$ cat src/rtl/keypad_scanner_if.sv
// Keypad scanner signal bundle: column strobes out, row returns in,
// and the debounced key report towards the downstream datapath.
interface keypad_scanner_if;
  logic [3:0] row_n;
  logic [3:0] col_n;
  logic [3:0] key_code;
  logic       key_valid;
  logic       key_down;

  modport master (
    input  row_n,
    output col_n,
    output key_code,
    output key_valid,
    output key_down
  );

  modport slave (
    output row_n,
    input  col_n,
    input  key_code,
    input  key_valid,
    input  key_down
  );
endinterface

$ cat src/rtl/keypad_scanner.sv
// 4x4 active-low matrix keypad scanner with frame-based debouncing.
// Columns are strobed one-hot-low, each for SCAN_DIV cycles; one full
// sweep of four columns forms a frame classified as NONE, ONE(code) or MULTI.
module keypad_scanner #(
  parameter int unsigned SCAN_DIV = 1000,
  parameter int unsigned DEBOUNCE = 3
) (
  input logic            clk,
  input logic            rst_n,
  keypad_scanner_if.master bus
);

  localparam int unsigned DW = (SCAN_DIV > 1) ? $clog2(SCAN_DIV) : 1;
  localparam int unsigned CW = $clog2(DEBOUNCE + 1);
  localparam logic [DW-1:0] DIV_MAX = DW'(SCAN_DIV - 1);
  localparam logic [CW-1:0] DEB     = CW'(DEBOUNCE);
  localparam logic [CW-1:0] CNT_ONE = CW'(1);

  typedef enum logic [1:0] {IDLE, PRESS_WAIT, HELD, RELEASE_WAIT} state_t;

  logic [3:0]    row_s1, row_s2;
  logic [DW-1:0] div;
  logic [1:0]    col;
  logic [1:0]    acc_n;      // keys seen so far this frame, saturating at 2
  logic [3:0]    acc_code;
  state_t        state, state_d;
  logic [CW-1:0] cnt, cnt_d, cnt_inc;
  logic [3:0]    cand, cand_d;
  logic [3:0]    key_code_q;
  logic          key_valid_q;
  logic          accept;

  logic          sample, frame_tick, frame_none, frame_one;
  logic [3:0]    pressed, cur_code, frame_code;
  logic [2:0]    pop, sum;
  logic [1:0]    total;

  // Two-flop synchronizer for the asynchronous row returns.
  always_ff @(posedge clk) begin
    if (!rst_n) begin
      row_s1 <= '1;
      row_s2 <= '1;
    end else begin
      row_s1 <= bus.row_n;
      row_s2 <= row_s1;
    end
  end

  // Combine the current column sample with the frame accumulator.
  always_comb begin
    sample   = (div == DIV_MAX);
    pressed  = ~row_s2;
    cur_code = {2'b00, col};
    pop      = '0;
    for (int unsigned r = 0; r < 4; r++) begin
      pop = pop + {2'b00, pressed[r]};
      if (pressed[r]) cur_code = {2'(r), col};
    end
    sum        = {1'b0, acc_n} + pop;
    total      = (sum > 3'd1) ? 2'd2 : sum[1:0];
    frame_code = (acc_n == 2'd1) ? acc_code : cur_code;
    frame_tick = sample && (col == 2'd3);
    frame_none = (total == 2'd0);
    frame_one  = (total == 2'd1);
  end

  // Column divider and per-frame key accumulation; scanning never stops.
  always_ff @(posedge clk) begin
    if (!rst_n) begin
      div      <= '0;
      col      <= '0;
      acc_n    <= '0;
      acc_code <= '0;
    end else if (sample) begin
      div <= '0;
      col <= col + 2'd1;
      if (col == 2'd3) begin
        acc_n    <= '0;
        acc_code <= '0;
      end else begin
        acc_n    <= total;
        acc_code <= frame_code;
      end
    end else begin
      div <= div + DW'(1);
    end
  end

  // FSM state and debounce datapath registers.
  always_ff @(posedge clk) begin
    if (!rst_n) begin
      state       <= IDLE;
      cnt         <= '0;
      cand        <= '0;
      key_code_q  <= '0;
      key_valid_q <= 1'b0;
    end else begin
      state       <= state_d;
      cnt         <= cnt_d;
      cand        <= cand_d;
      key_valid_q <= accept;
      if (accept) key_code_q <= cand_d;
    end
  end

  // Next-state logic, evaluated once per completed frame.
  always_comb begin
    state_d = state;
    cnt_d   = cnt;
    cand_d  = cand;
    accept  = 1'b0;
    cnt_inc = (cnt == DEB) ? cnt : cnt + CNT_ONE;
    if (frame_tick) begin
      unique case (state)
        IDLE: begin
          if (frame_one) begin
            cand_d = frame_code;
            cnt_d  = CNT_ONE;
            if (DEB <= CNT_ONE) accept = 1'b1;
            else                state_d = PRESS_WAIT;
          end
        end
        PRESS_WAIT: begin
          if (frame_one && frame_code == cand) begin
            cnt_d = cnt_inc;
            if (cnt_inc == DEB) accept = 1'b1;
          end else if (frame_one) begin
            cand_d = frame_code;
            cnt_d  = CNT_ONE;
          end else begin
            state_d = IDLE;
          end
        end
        HELD: begin
          if (frame_one && frame_code == key_code_q) begin
            state_d = HELD;
          end else if (frame_none) begin
            // A single-frame debounce releases on the first NONE frame.
            cnt_d   = CNT_ONE;
            state_d = (DEB <= CNT_ONE) ? IDLE : RELEASE_WAIT;
          end else begin
            cnt_d   = '0;
            state_d = RELEASE_WAIT;
          end
        end
        RELEASE_WAIT: begin
          if (frame_none) begin
            cnt_d = cnt_inc;
            if (cnt_inc == DEB) state_d = IDLE;
          end else if (frame_one && frame_code == key_code_q) begin
            state_d = HELD;
          end else begin
            cnt_d = '0;
          end
        end
        default: state_d = IDLE;
      endcase
      if (accept) state_d = HELD;
    end
  end

  // Outputs: column strobe from the index, key report from FSM state.
  always_comb begin
    bus.col_n     = ~(4'b0001 << col);
    bus.key_code  = key_code_q;
    bus.key_valid = key_valid_q;
    bus.key_down  = (state == HELD) || (state == RELEASE_WAIT);
  end

endmodule

$ cat src/flat_wrapper.sv
// flat-port wrapper written by rule: the top's interface ports become plain ports
module keypad_scanner_flat 
#(
  parameter int unsigned SCAN_DIV = 1000,
  parameter int unsigned DEBOUNCE = 3
)
  (clk, rst_n, bus_row_n, bus_col_n, bus_key_code, bus_key_valid, bus_key_down);
  keypad_scanner_if bus_i ();
  input logic clk;
  input logic rst_n;
  input wire logic [$bits(bus_i.row_n)-1:0] bus_row_n;
  output wire logic [$bits(bus_i.col_n)-1:0] bus_col_n;
  output wire logic [$bits(bus_i.key_code)-1:0] bus_key_code;
  output wire logic [$bits(bus_i.key_valid)-1:0] bus_key_valid;
  output wire logic [$bits(bus_i.key_down)-1:0] bus_key_down;
  assign bus_i.row_n = bus_row_n;
  assign bus_col_n = bus_i.col_n;
  assign bus_key_code = bus_i.key_code;
  assign bus_key_valid = bus_i.key_valid;
  assign bus_key_down = bus_i.key_down;
  keypad_scanner #(.SCAN_DIV(SCAN_DIV), .DEBOUNCE(DEBOUNCE)) u_core (.clk(clk), .rst_n(rst_n), .bus(bus_i));
endmodule
$ cat config.mk
export PLATFORM = sky130hd
export DESIGN_NAME = keypad_scanner_flat
export DESIGN_NICKNAME = d
export VERILOG_FILES = /design/src/rtl/keypad_scanner_if.sv /design/src/rtl/keypad_scanner.sv /design/src/flat_wrapper.sv
export SDC_FILE = /design/constraint.sdc
export NUM_CORES = 1
export LEC_CHECK = 0
export CAP_MARGIN = 40
export CORE_MARGIN = 5
export CORE_UTILIZATION = 50
export DETAILED_ROUTE_END_ITERATION = 8
export PLACE_DENSITY = 0.79
export REMOVE_ABC_BUFFERS = 1
export SYNTH_ARGS = -nofsm -noshare
export SYNTH_HDL_FRONTEND = slang
export SYNTH_SLANG_ARGS = --single-unit
export TNS_END_PERCENT = 20
$ cat constraint.sdc
create_clock -name clk -period 3.87 [get_ports clk]
set_clock_uncertainty 0.15 [all_clocks]
set_input_delay 0.9675 -clock clk [delete_from_list [all_inputs] [get_ports clk]]
set_output_delay 0.9675 -clock clk [all_outputs]
set_load 0.01 [all_outputs]
==> impl_metrics.ini <==
[setup_path]
crit_path_end_kind = flip-flop
path_class = reg -> reg
cp.arrival_ns = 3.49
worstPathCellList = inv_1 > ha_1 > fa_1 > ha_1 > inv_1 > fa_1 > xor2_1 > nand3_1 > nor4_2 > o21ai_1 > a311oi_2 > mux2i_1
worstPathRequired_ns = 3.94
crit_path_max_fanout = 4
max_stage_delay_ns = 0.48
cp-start-kind = flip-flop
slowest_stage = fa_1

[clocking]
worstSkewPairLatency_ns = 0.29
root_buffer = clkbuf_8
cts_made_buffers = 5
clkTransAtPathRegs_ns = 0.07
cts_tree = yes
clockBufferDepth = 2
cts_setup_buffers = 0
holdBufCountCts = 0
cts_resized = 0
h-tree-depth = 2
clock-sinks = 39

[placed_design]
dpl_cell_area_sq_um = 2180
place_inst = 279
place_ws_ns = 0.483
port_buffers = 15
dp_hpwl_microns = 2590
gp_congestion = 0.792

[global_routing]
grt_pass1_wl_microns = 6250
grt_pass1_vias = 1457
overflow = 0
track_usage_pct = 14.8
antenna_found_initial = 0
grt_max_degree = 19

[drt]
drt_iter0_drc = 120
vias = 1515
dr.pass1.iters = 4
totalWireLength_microns = 3530
vias_per_cell = 5.28
wl_met1_microns = 1690
dr.max_layer_used = met4
met2_length_microns = 1590
met3_length_microns = 157
drc = 0
ant_nets = 0
wl_per_cell_microns = 12.3

[synthesis]
yosys_warnings = 0
synth_ff_type = dfxtp_1
synthArstFlopShare_pct = 0
synthTopCellsByArea = dfxtp_1, ha_1, nand2_1, xor2_1, mux2i_4
ys_types = 44
synth_cells = 222
synth_edf_count = 0
synth_top_area_cell = dfxtp_1
post-synth-top-count-cell = dfxtp_1
ys_seq_area_share_pct = 39.0
avgSynthCellArea_sq_um = 9.02
syn_area_sq_um = 2000
yosys_register_bits = 39
yosys.area.top_type_share_pct = 39.0
synthTopCellsByCount = dfxtp_1, nand2_1, inv_1

[die]
start_util_pct = 50.8
core_area_sq_um = 3940
ios = 16
die_h_microns = 73.3
die-area_sq_um = 5370
die_w_microns = 73.3
row_count = 23

[final_layout]
multi_input_area_sq_um = 1120
syn_to_final_growth_pct = 14.8
n_antenna_cell = 0
final_area_sq_um = 2300
fin_nets = 252
seq_area_sq_um = 781
fin_cells = 287
fill_cells = 339
layout-drive-gt1-share_pct = 8.44

[sta]
worstMarginPinSlew_ns = 0.599
finalSetupViolations = 0
min_period_over_period_pct = 88.4
fin_crit_ns = 3.42
rsz0062_at_grt = no
final_max_slew_viol_count = 0
fin_tns_setup_ns = 0
finalWorstSetupSlack_ns = 0.450
relSlewSlack_pct = 60.0
hold_viol = 0
max_freq_mhz = 292

[outcome]
outcome = finished clean

[min_path]
hp-class = reg -> reg

[pwr]
ir_drop_v = 0.000251
p_total_uw = 815
pwr_density_cell_nw_per_um2 = 355
leakage_nw = 0.865

[job]
drv_cap = 0
[final timing paths]
check                                   endpoint  cells past startpoint        startpoint  slack (ns)
worst max-delay path             u_core.state[0]                     12  u_core.row_s2[0]        0.45
worst min register to register  u_core.row_s2[0]                      1  u_core.row_s1[0]        0.27
worst min-delay path            u_core.row_s2[0]                      1  u_core.row_s1[0]        0.27
worst max register to register   u_core.state[0]                     12  u_core.row_s2[0]        0.45
[report_power, final]
group	switching (mW)	internal, mW	total (mW)
registers	0.00403	0.408	0.412
clock network	0.140	0.209	0.349
logic	0.0309	0.0237	0.0547
[cells in the final DEF, fill, tap and decap left out, types with 4 or more instances in the layout]
master / n
xnor2_1: 7
nand2_1: 25
a21oi_1: 8
and3_1: 5
ha_1: 8
o21ai_0: 8
nor3_1: 5
clkbuf_8: 6
xor2_1: 9
inv_1: 15
clkdlybuf4s50_1: 15
dfxtp_1: 39
a21boi_1: 4
and2_1: 5
nand2b_1: 10
nor2b_1: 5
nand3_1: 9
nor2_1: 11
[area by class of cell]
cell class              count  area share [%]
multi-input cells         159            48.9
flip-flops and latches     39            34.0
repair buffers             16            6.86
inverters                  15            2.45
clock buffers               6            3.59
well taps                  50            2.72
clock inverters             2            1.52
[state kept, by name, indices dropped and copies added, names as in the netlist, 4 cells and up]
register             count
u_core.row_s2            4
u_core.div              10
u_core.row_s1            4
u_core.bus.key_code      4
u_core.cand              4
u_core.acc_code          4
[logic make-up (layout without fill, tap and decap cells)]
logic type      count (synthesis)  after routing  share of synthesized area, %
buf+inv                        24             39                          4.87
xor+xnor                       16             16                          7.00
simple gates                   91             91                          25.2
flops                          39             39                          39.0
fa+ha+maj                      10             10                          7.00
compound gates                 36             36                          11.9
mux                             6              6                          4.94
[critical path, delay by kind of cell (launching register included)]
family | cells | cell delay, ns
buffers and inverters | 2 | 0.09
adder cells (fa/ha/maj) | 4 | 1.27
multiplexers | 1 | 0.20
AND/OR/NAND/NOR | 2 | 0.64
XOR/XNOR | 1 | 0.28
AO/OA/AOI/OAI | 2 | 0.41
flip-flops | 1 | 0.32
[stage by stage]
| step | utilization [%] | hold WS, ns |
|---|---|---|
| final | 58.3 | 0.268 |
| after detailed placement | 55.3 | 0.252 |
| after global routing | 58.3 | 0.292 |
| after global placement | 55.3 | 0.240 |
| after floorplan | - | 0.236 |
| after CTS | 58.3 | 0.273 |
[metal layers]
layer | vias up | global-route usage (%)
met4 | 0 | 7.58
met1 | 701 | 18.4
li1 | 773 | -
met2 | 30 | 23.9
met5 | - | 0
met3 | 11 | 3.42
(Power assumes the default switching activity.)
